===== config.mk =====
export PLATFORM = sky130hd
export DESIGN_NAME = pipe_stage_reg_flat
export DESIGN_NICKNAME = d
export VERILOG_FILES = /design/src/rtl/pipe_stage_reg_if.sv /design/src/rtl/pipe_stage_reg.sv /design/src/flat_wrapper.sv
export SDC_FILE = /design/constraint.sdc
export NUM_CORES = 1
export LEC_CHECK = 0
export BUFFER_PORTS_ARGS = -buffer_cell sky130_fd_sc_hd__buf_2
export CAP_MARGIN = 20
export CORE_ASPECT_RATIO = 0.5
export CORE_MARGIN = 3
export CORE_UTILIZATION = 57
export DETAILED_ROUTE_END_ITERATION = 8
export GPL_TIMING_DRIVEN = 0
export MAX_ROUTING_LAYER = met4
export PLACE_DENSITY = 0.8
export RECOVER_POWER = 50
export SKIP_LAST_GASP = 1
export SLEW_MARGIN = 15
export SYNTH_ARGS = -nofsm -noshare
export SYNTH_HDL_FRONTEND = slang
export SYNTH_SLANG_ARGS = --single-unit

===== constraint.sdc =====
create_clock -name clk -period 2.4 [get_ports clk]
set_clock_uncertainty 0.15 [all_clocks]
set_input_delay 0.48 -clock clk [delete_from_list [all_inputs] [get_ports clk]]
set_output_delay 0.48 -clock clk [all_outputs]
set_load 0.02 [all_outputs]

===== src/rtl/pipe_stage_reg_if.sv =====
// Handshake bundles for a pipeline boundary register.
// The upstream side carries the raw word. The downstream side also carries
// the precomputed PC+4 and PC+8.

interface pipe_stage_reg_in_if #(
  parameter int DATA_W = 32,
  parameter int EXC_W  = 5
);
  logic              valid;
  logic              ready;
  logic [DATA_W-1:0] instr;
  logic [31:0]       pc;
  logic [EXC_W-1:0]  exc;
  logic              bd;

  modport master (output valid, instr, pc, exc, bd, input  ready);
  modport slave  (input  valid, instr, pc, exc, bd, output ready);
endinterface

interface pipe_stage_reg_out_if #(
  parameter int DATA_W = 32,
  parameter int EXC_W  = 5
);
  logic              valid;
  logic              ready;
  logic [DATA_W-1:0] instr;
  logic [31:0]       pc;
  logic [31:0]       pc4;
  logic [31:0]       pc8;
  logic [EXC_W-1:0]  exc;
  logic              bd;

  modport master (output valid, instr, pc, pc4, pc8, exc, bd, input  ready);
  modport slave  (input  valid, instr, pc, pc4, pc8, exc, bd, output ready);
endinterface


===== src/rtl/pipe_stage_reg.sv =====
// Elastic stage-boundary register with a one-entry skid buffer.
// The main entry drives the outputs. The skid entry absorbs one word while
// downstream is blocked. Because of the skid entry, in_ready depends only on
// registered state.

module pipe_stage_reg #(
  parameter int          DATA_W      = 32,
  parameter logic [31:0] PC_RESET    = 32'h0000_3000,
  parameter int          EXC_W       = 5,
  parameter int unsigned ADEL_CODE   = 4,
  parameter bit          CHECK_ALIGN = 1'b1
) (
  input  logic                  clk,
  input  logic                  reset,   // asynchronous, active-low
  input  logic                  stall,
  input  logic                  flush,
  pipe_stage_reg_in_if.slave    up,
  pipe_stage_reg_out_if.master  dn
);

  typedef struct packed {
    logic [DATA_W-1:0] instr;
    logic [31:0]       pc;
    logic [31:0]       pc4;
    logic [31:0]       pc8;
    logic [EXC_W-1:0]  exc;
    logic              bd;
  } word_t;

  typedef enum logic [1:0] {S_EMPTY, S_FULL, S_SKID} state_t;

  localparam word_t RST_WORD = '{
    instr: '0,
    pc:    PC_RESET,
    pc4:   PC_RESET + 32'd4,
    pc8:   PC_RESET + 32'd8,
    exc:   '0,
    bd:    1'b0
  };

  state_t state, state_nx;
  word_t  main_q, skid_q, in_word;
  logic   accept, consume;
  logic   ld_main_in, ld_main_skid, ld_skid;

  // Readiness and validity come straight from the state flops.
  assign up.ready = (state != S_SKID);
  assign dn.valid = (state != S_EMPTY);

  assign accept  = up.valid & up.ready;
  assign consume = dn.valid & dn.ready & ~stall;

  // Shape the incoming word: PC+4/PC+8 with natural 32-bit wrap, and tag a
  // misaligned fetch with an address error unless upstream already faulted.
  always_comb begin
    in_word.instr = up.instr;
    in_word.pc    = up.pc;
    in_word.pc4   = up.pc + 32'd4;
    in_word.pc8   = up.pc + 32'd8;
    in_word.exc   = up.exc;
    in_word.bd    = up.bd;
    if (CHECK_ALIGN && (up.pc[1:0] != 2'b00) && (up.exc == '0)) begin
      in_word.exc   = EXC_W'(ADEL_CODE);
      in_word.instr = '0;
    end
  end

  // State register.
  always_ff @(posedge clk or negedge reset) begin
    if (!reset) state <= S_EMPTY;
    else        state <= state_nx;
  end

  // Next state and entry-load strobes. Flush overrides every other event.
  always_comb begin
    state_nx     = state;
    ld_main_in   = 1'b0;
    ld_main_skid = 1'b0;
    ld_skid      = 1'b0;
    if (flush) begin
      state_nx = S_EMPTY;
    end else begin
      unique case (state)
        S_EMPTY: begin
          if (accept) begin
            ld_main_in = 1'b1;
            state_nx   = S_FULL;
          end
        end
        S_FULL: begin
          if (accept && consume) begin
            ld_main_in = 1'b1;
          end else if (accept) begin
            ld_skid  = 1'b1;
            state_nx = S_SKID;
          end else if (consume) begin
            state_nx = S_EMPTY;
          end
        end
        S_SKID: begin
          if (consume) begin
            ld_main_skid = 1'b1;
            state_nx     = S_FULL;
          end
        end
        default: state_nx = S_EMPTY;
      endcase
    end
  end

  // Main entry. A flush wipes the payload but keeps the PC fields, so the
  // outputs still show where the pipe last was.
  always_ff @(posedge clk or negedge reset) begin
    if (!reset) begin
      main_q <= RST_WORD;
    end else if (flush) begin
      main_q.instr <= '0;
      main_q.exc   <= '0;
      main_q.bd    <= 1'b0;
    end else if (ld_main_in) begin
      main_q <= in_word;
    end else if (ld_main_skid) begin
      main_q <= skid_q;
    end
  end

  // Skid entry. Its contents only matter while the state is S_SKID.
  always_ff @(posedge clk or negedge reset) begin
    if (!reset)       skid_q <= '0;
    else if (ld_skid) skid_q <= in_word;
  end

  // A bubble reads as a zero instruction with no exception. The PC fields
  // always show the main entry.
  assign dn.instr = dn.valid ? main_q.instr : '0;
  assign dn.exc   = dn.valid ? main_q.exc   : '0;
  assign dn.bd    = dn.valid ? main_q.bd    : 1'b0;
  assign dn.pc    = main_q.pc;
  assign dn.pc4   = main_q.pc4;
  assign dn.pc8   = main_q.pc8;

endmodule


===== src/flat_wrapper.sv =====
// flat-port wrapper written by rule: the top's interface ports become plain ports
module pipe_stage_reg_flat 
#(
  parameter int          DATA_W      = 32,
  parameter logic [31:0] PC_RESET    = 32'h0000_3000,
  parameter int          EXC_W       = 5,
  parameter int unsigned ADEL_CODE   = 4,
  parameter bit          CHECK_ALIGN = 1'b1
)
  (clk, reset, stall, flush, up_valid, up_instr, up_pc, up_exc, up_bd, up_ready, dn_valid, dn_instr, dn_pc, dn_pc4, dn_pc8, dn_exc, dn_bd, dn_ready);
  pipe_stage_reg_in_if #(.DATA_W(DATA_W), .EXC_W(EXC_W)) up_i ();
  pipe_stage_reg_out_if #(.DATA_W(DATA_W), .EXC_W(EXC_W)) dn_i ();
  input  logic clk;
  input  logic reset;
  input  logic stall;
  input  logic flush;
  input wire logic [$bits(up_i.valid)-1:0] up_valid;
  input wire logic [$bits(up_i.instr)-1:0] up_instr;
  input wire logic [$bits(up_i.pc)-1:0] up_pc;
  input wire logic [$bits(up_i.exc)-1:0] up_exc;
  input wire logic [$bits(up_i.bd)-1:0] up_bd;
  output wire logic [$bits(up_i.ready)-1:0] up_ready;
  output wire logic [$bits(dn_i.valid)-1:0] dn_valid;
  output wire logic [$bits(dn_i.instr)-1:0] dn_instr;
  output wire logic [$bits(dn_i.pc)-1:0] dn_pc;
  output wire logic [$bits(dn_i.pc4)-1:0] dn_pc4;
  output wire logic [$bits(dn_i.pc8)-1:0] dn_pc8;
  output wire logic [$bits(dn_i.exc)-1:0] dn_exc;
  output wire logic [$bits(dn_i.bd)-1:0] dn_bd;
  input wire logic [$bits(dn_i.ready)-1:0] dn_ready;
  assign up_i.valid = up_valid;
  assign up_i.instr = up_instr;
  assign up_i.pc = up_pc;
  assign up_i.exc = up_exc;
  assign up_i.bd = up_bd;
  assign up_ready = up_i.ready;
  assign dn_valid = dn_i.valid;
  assign dn_instr = dn_i.instr;
  assign dn_pc = dn_i.pc;
  assign dn_pc4 = dn_i.pc4;
  assign dn_pc8 = dn_i.pc8;
  assign dn_exc = dn_i.exc;
  assign dn_bd = dn_i.bd;
  assign dn_i.ready = dn_ready;
  pipe_stage_reg #(.DATA_W(DATA_W), .PC_RESET(PC_RESET), .EXC_W(EXC_W), .ADEL_CODE(ADEL_CODE), .CHECK_ALIGN(CHECK_ALIGN)) u_core (.clk(clk), .reset(reset), .stall(stall), .flush(flush), .up(up_i), .dn(dn_i));
endmodule

# == Yosys cells after proc, flatten, opt, wreduce, memory -nomap -nowiden ==
# Index checks and enable logic that the tools add are counted.
# totals
ramBits,0
latch_bits,0
reg_bits,270
rom_bits,0
mem_count,0
wordCells,63
out_inout_bits,136
input_bits,76
# classes
eq_ne,7
bitwise_logic,5
n_mul,0
magnitude_cmp,0
n_div,0
n_mux,26
shift,0
add_sub_neg,2
n_reduce_logical,10
# op_table
operator,n
134-bit 2-to-1 mux,2
32-bit 2-to-1 mux,3
32-bit by 3-bit adder with 32-bit output (second input constant),1
32-bit by 4-bit adder with 32-bit output (second input constant),1
2-bit 2-to-1 mux,6
1-bit 2-to-1 mux,10
5-bit 2-to-1 mux,2
6-bit 2-to-1 mux,1
3-bit by 2-bit != test with 1-bit output (second input constant),2
2-bit one-hot mux with 3 select lines,1
2-bit nonzero test,3
5-bit zero test,1
4-bit by 2-bit != test with 1-bit output (second input constant),1
4-bit AND reduction,1
1-bit AND,3
3-bit != test (second input constant),1
3-bit nonzero test,1
2-bit by 1-bit == test with 1-bit output (second input constant),1
2-bit == test (second input constant),1
1-bit logical AND,2
2-bit zero test,1
2-bit != test (second input constant),1
1-bit NOT,2
1-bit one-hot mux with 2 select lines,1
2-bit AND reduction,1

# == Longest topological paths before layout ==
# depth
ltp_word,9
ltp_mapped,9
depth_no_buf,6

# == Worst setup path before layout ==
# OpenSTA, ideal clock, no wires.
# synth_timing
path_kind,input -> register
from,input port up_pc[14]
to,"register u_core.main_q, in the netlist u_core.dn.pc4[26]"
setup_time_ns,0.130
n_path_buf,1
path_stages,6
t_arrival_ns,1.931
required_time_ns,2.120
slack_ns,0.189
cell_sequence,buf_2 > nand4_4 > or4_4 > o31a_1 > o32ai_1 > o21ai_1
# synth_between
elab_chain_len,2
# synth_rtl
element,line,text
from (decl),flat_wrapper.sv:19,input wire logic [$bits(up_i.pc)-1:0] up_pc;
32-bit by 3-bit adder with 32-bit output,pipe_stage_reg.sv:58,in_word.pc4 = up.pc + 32'd4;
134-bit 2-to-1 mux,pipe_stage_reg.sv:120,end else if (ld_main_in) begin
to (signal assigned),pipe_stage_reg.sv:121,main_q <= in_word;
to (signal assigned),pipe_stage_reg.sv:123,main_q <= skid_q;
to (decl),pipe_stage_reg.sv:42,"word_t main_q, skid_q, in_word;"
# Every way passes these cells.
# A chain may end at the register's enable or synchronous reset.

# == Worst setup path in the final report ==
# layout_timing
from,input port up_pc[4]
to,"register u_core.main_q, in the netlist u_core.dn.pc4[19]"
# The elaborated chain is that of the path after synthesis.

==> metrics.cfg <==
[synth]
ys_top_cells_by_area = dfrtp_1 49%, nand2_1 6.8%, o21ai_0 6.7%
synth_area_leader_cell = dfrtp_1
synth_seq_area_share_pct = 50.4
yosysUniqueCellTypes = 59
syn-cell-area_um2 = 12900
syn_inst = 1346
synth_top_area_share_pct = 48.8
synth_edf_count = 0
syn-num-nets = 1424
synthArstFlopShare_pct = 100
synthFlopType = dfrtp_1
syn_avg_cell_area_um2 = 9.60
yosys_warnings = 0
yosys_register_bits = 260

[setup_path]
cp_max_fo = 8
critPathRequiredTime_ns = 2.70
cp-start-kind = input port
crit_family = simple AND/OR/NAND/NOR gates
critical_path_depth = 7
arrival_ns = 2.72
reg2reg_depth = 6
endpoint_kind = flop
slowest_delay_ns = 0.69
slowest_stage = nor4_1
crit_path_cell_trace = buf_2 > ha_1 > and4_2 > nand3_1 > nor4_1 > nor3_1 > o21ai_1
path_buf_inv = 1
crit_type = in -> reg

[sta]
finalCriticalPeriod_ns = 2.43
maxSlewViolCount = 0
rsz0062_at_grt = true
layout_setup_ws_ns = -0.0250
final.setup.tns_ns = -0.0250
max_freq_mhz = 412
finalSetupViolCount = 1
relSlewSlack_pct = 50.6
worst_pin_slew_ns = 0.734
hold_viol_final = 0
fin_crit_sh_pct = 101
whs_ns = 0.0601

[global_routing]
grt_overflow = 0
grt_use_total_pct = 31.2
antenna_found_initial = 1
grt_max_degree = 108
grt_pass1_vias = 10800
grt_pass1_wl_mm = 58.9

[clock_tree]
h-tree-depth = 1
cts_num_sinks = 260
clk-insertion-delay-late_ns = 0.53
clock-root-buffer = clkbuf_16
path_clk_slew_ns = 0.06
numCtsBuffers = 24
clock_path_buffers = 3
cts_tree = done

[detailed_routing]
num_vias = 11100
ant_nets = 0
dr.first_iter.drc_count = 1278
vias_per_cell = 5.89
dr.pass1.iters = 6
drc = 0
wl_mm = 37.5
wl_per_cell_um = 19.9

[floorplanning]
start_util_pct = 58.8
die_h_um = 112
die_w_um = 219
dieArea_um2 = 24600
core-area_um2 = 22000
rows = 38
boundaryPins = 212

[power_and_ir_drop]
p_leak_nw = 7.09
power_density_nw_per_um2 = 935
p_total_mw = 14.3
ir_drop_mv = 0.572

[status]
status = finished, violations left
violations = setup timing

[final_layout]
area_delta_synth_final_pct = 18.2
drive_gt1_share_pct = 25.4
finalNetCount = 1649

[place]
port_buffers = 188
dp_hpwl_mm = 27.4
pre_cts_ws_ns = -0.528
gp_congestion = 0.968

[job]
cap_violations = 0

[worst_hold_path]
hp-class = in -> reg
holdPathStages = 2

## worst paths after layout
check | from | endpoint | slack, ns
max in group asynchronous | reset | u_core.skid_q[57]$_DFFE_PN0P_ | 0.38
setup reg to reg | u_core.state[1]$_DFFE_PN0P_ | u_core.dn.pc4[5]$_DFFE_PN0P_ | 0.04
min in group asynchronous | reset | u_core.main_q[122]$_DFFE_PN0P_ | 0.29
setup / recovery | up_pc[4] | u_core.dn.pc4[19]$_DFFE_PN0P_ | -0.03
hold / removal | up_bd | u_core.skid_q[0]$_DFFE_PN0P_ | 0.06
hold reg to reg | u_core.dn.pc4[4]$_DFFE_PN0P_ | u_core.dn.pc4[4]$_DFFE_PN0P_ | 0.33
## power breakdown
group | switching, mW | total [mW] | internal [mW]
clock network | 1.64 | 3.82 | 2.18
registers | 0.704 | 6.33 | 5.62
logic | 2.36 | 4.14 | 1.78
## state kept, by name, indices dropped and copies added, names as in the netlist
| name | cells |
|---|---|
| u_core.skid_q | 129 |
| u_core.main_q | 38 |
| u_core.dn.pc | 32 |
| u_core.dn.pc4 | 30 |
| u_core.dn.pc8 | 29 |
| u_core.state | 2 |
## Yosys cell counts, types with 12 or more instances
master / n
dfrtp_1: 252
clkbuf_1: 67
a211oi_1: 16
inv_1: 12
o22ai_1: 50
nor4_1: 16
nand4_1: 12
nor3_1: 40
mux2_2: 48
buf_4: 102
buf_2: 34
xor2_1: 25
a21oi_1: 14
a22o_1: 33
nor2b_1: 41
nand2_1: 233
nor2_1: 32
o21ai_0: 174
xnor2_1: 23
## cells in the final DEF, fill, tap and decap left out, types with 10 or more instances in the layout
| master | netlist | layout |
|---|---|---|
| a22oi_1 | 10 | 10 |
| nor2_1 | 32 | 31 |
| nand4_1 | 12 | 12 |
| nor2b_1 | 41 | 42 |
| nor3_1 | 40 | 30 |
| nor4_1 | 16 | 14 |
| a21oi_1 | 14 | 13 |
| a211oi_1 | 16 | 14 |
| clkbuf_16 | 0 | 25 |
| buf_2 | 34 | 116 |
| xor2_1 | 25 | 25 |
| dfrtp_1 | 252 | 251 |
| nand2_1 | 233 | 233 |
| inv_1 | 12 | 12 |
| clkbuf_1 | 67 | 140 |
| a21o_1 | 10 | 10 |
| buf_4 | 102 | 112 |
| mux2_2 | 48 | 48 |
| clkbuf_2 | 2 | 30 |
| xnor2_1 | 23 | 23 |
| o22ai_1 | 50 | 50 |
| o21ai_0 | 174 | 173 |
| a22o_1 | 33 | 33 |
## worst register-to-register path, cell delays in order, from the launching register on
cell and delay, ns:
dfrtp_2 0.45, nand2b_1 0.15, clkbuf_2 0.20, a211oi_4 0.47, clkbuf_2 0.39, o21ai_0 0.25
o21ai_0 0.22
## layout make-up
type	instances	area (µm²)
Antenna cell	1	2.50
Buffer	210	1360
Clock buffer	41	736
Clock inverter	2	35.0
Fill cell	1759	6690
Inverter	12	45.0
Multi-Input combinational cell	863	5250
Sequential cell	260	6520
Tap cell	300	375
Timing Repair Buffer	200	956
## cells by family after synthesis
family	after synthesis	synth area share [%]
and+or+nand+nor	419	15.4
muxes	54	4.65
AOI/OAI and AO/OA	340	16.1
adders and majority gates	2	0.194
xor gates and xnor gates	48	3.25
DFF	260	50.4
buffers and inverters	223	9.96
## per-layer routing
| metal | GRT usage [%] | vias up | part of all wire (%) |
|---|---|---|---|
| li1 | - | 5006 | - |
| met3 | 5.41 | 71 | 8.6 |
| met2 | 47.7 | 525 | 46 |
| met1 | 43.3 | 5525 | 43 |
| met4 | 8.80 | 0 | 2.5 |
| met5 | - | - | 0 |
## timing repair
action                                 in CTS  in global routing
setup buffers                               5                  4
setup endpoints to repair                 225                172
resized for setup                          42                 63
pin swaps                                   1                  4
hold buffers                                1                  0
endpoints found under the hold margin      52                  0
## through the flow
step	cells	util [%]	area (µm²)
floorplan	1346	-	12900
global placement	1834	64.8	14200
detailed placement	1836	65.1	14300
CTS	1885	69.3	15200
global route	1889	69.5	15300
finish	1889	69.5	15300
Power figures use the tool's default switching activity.
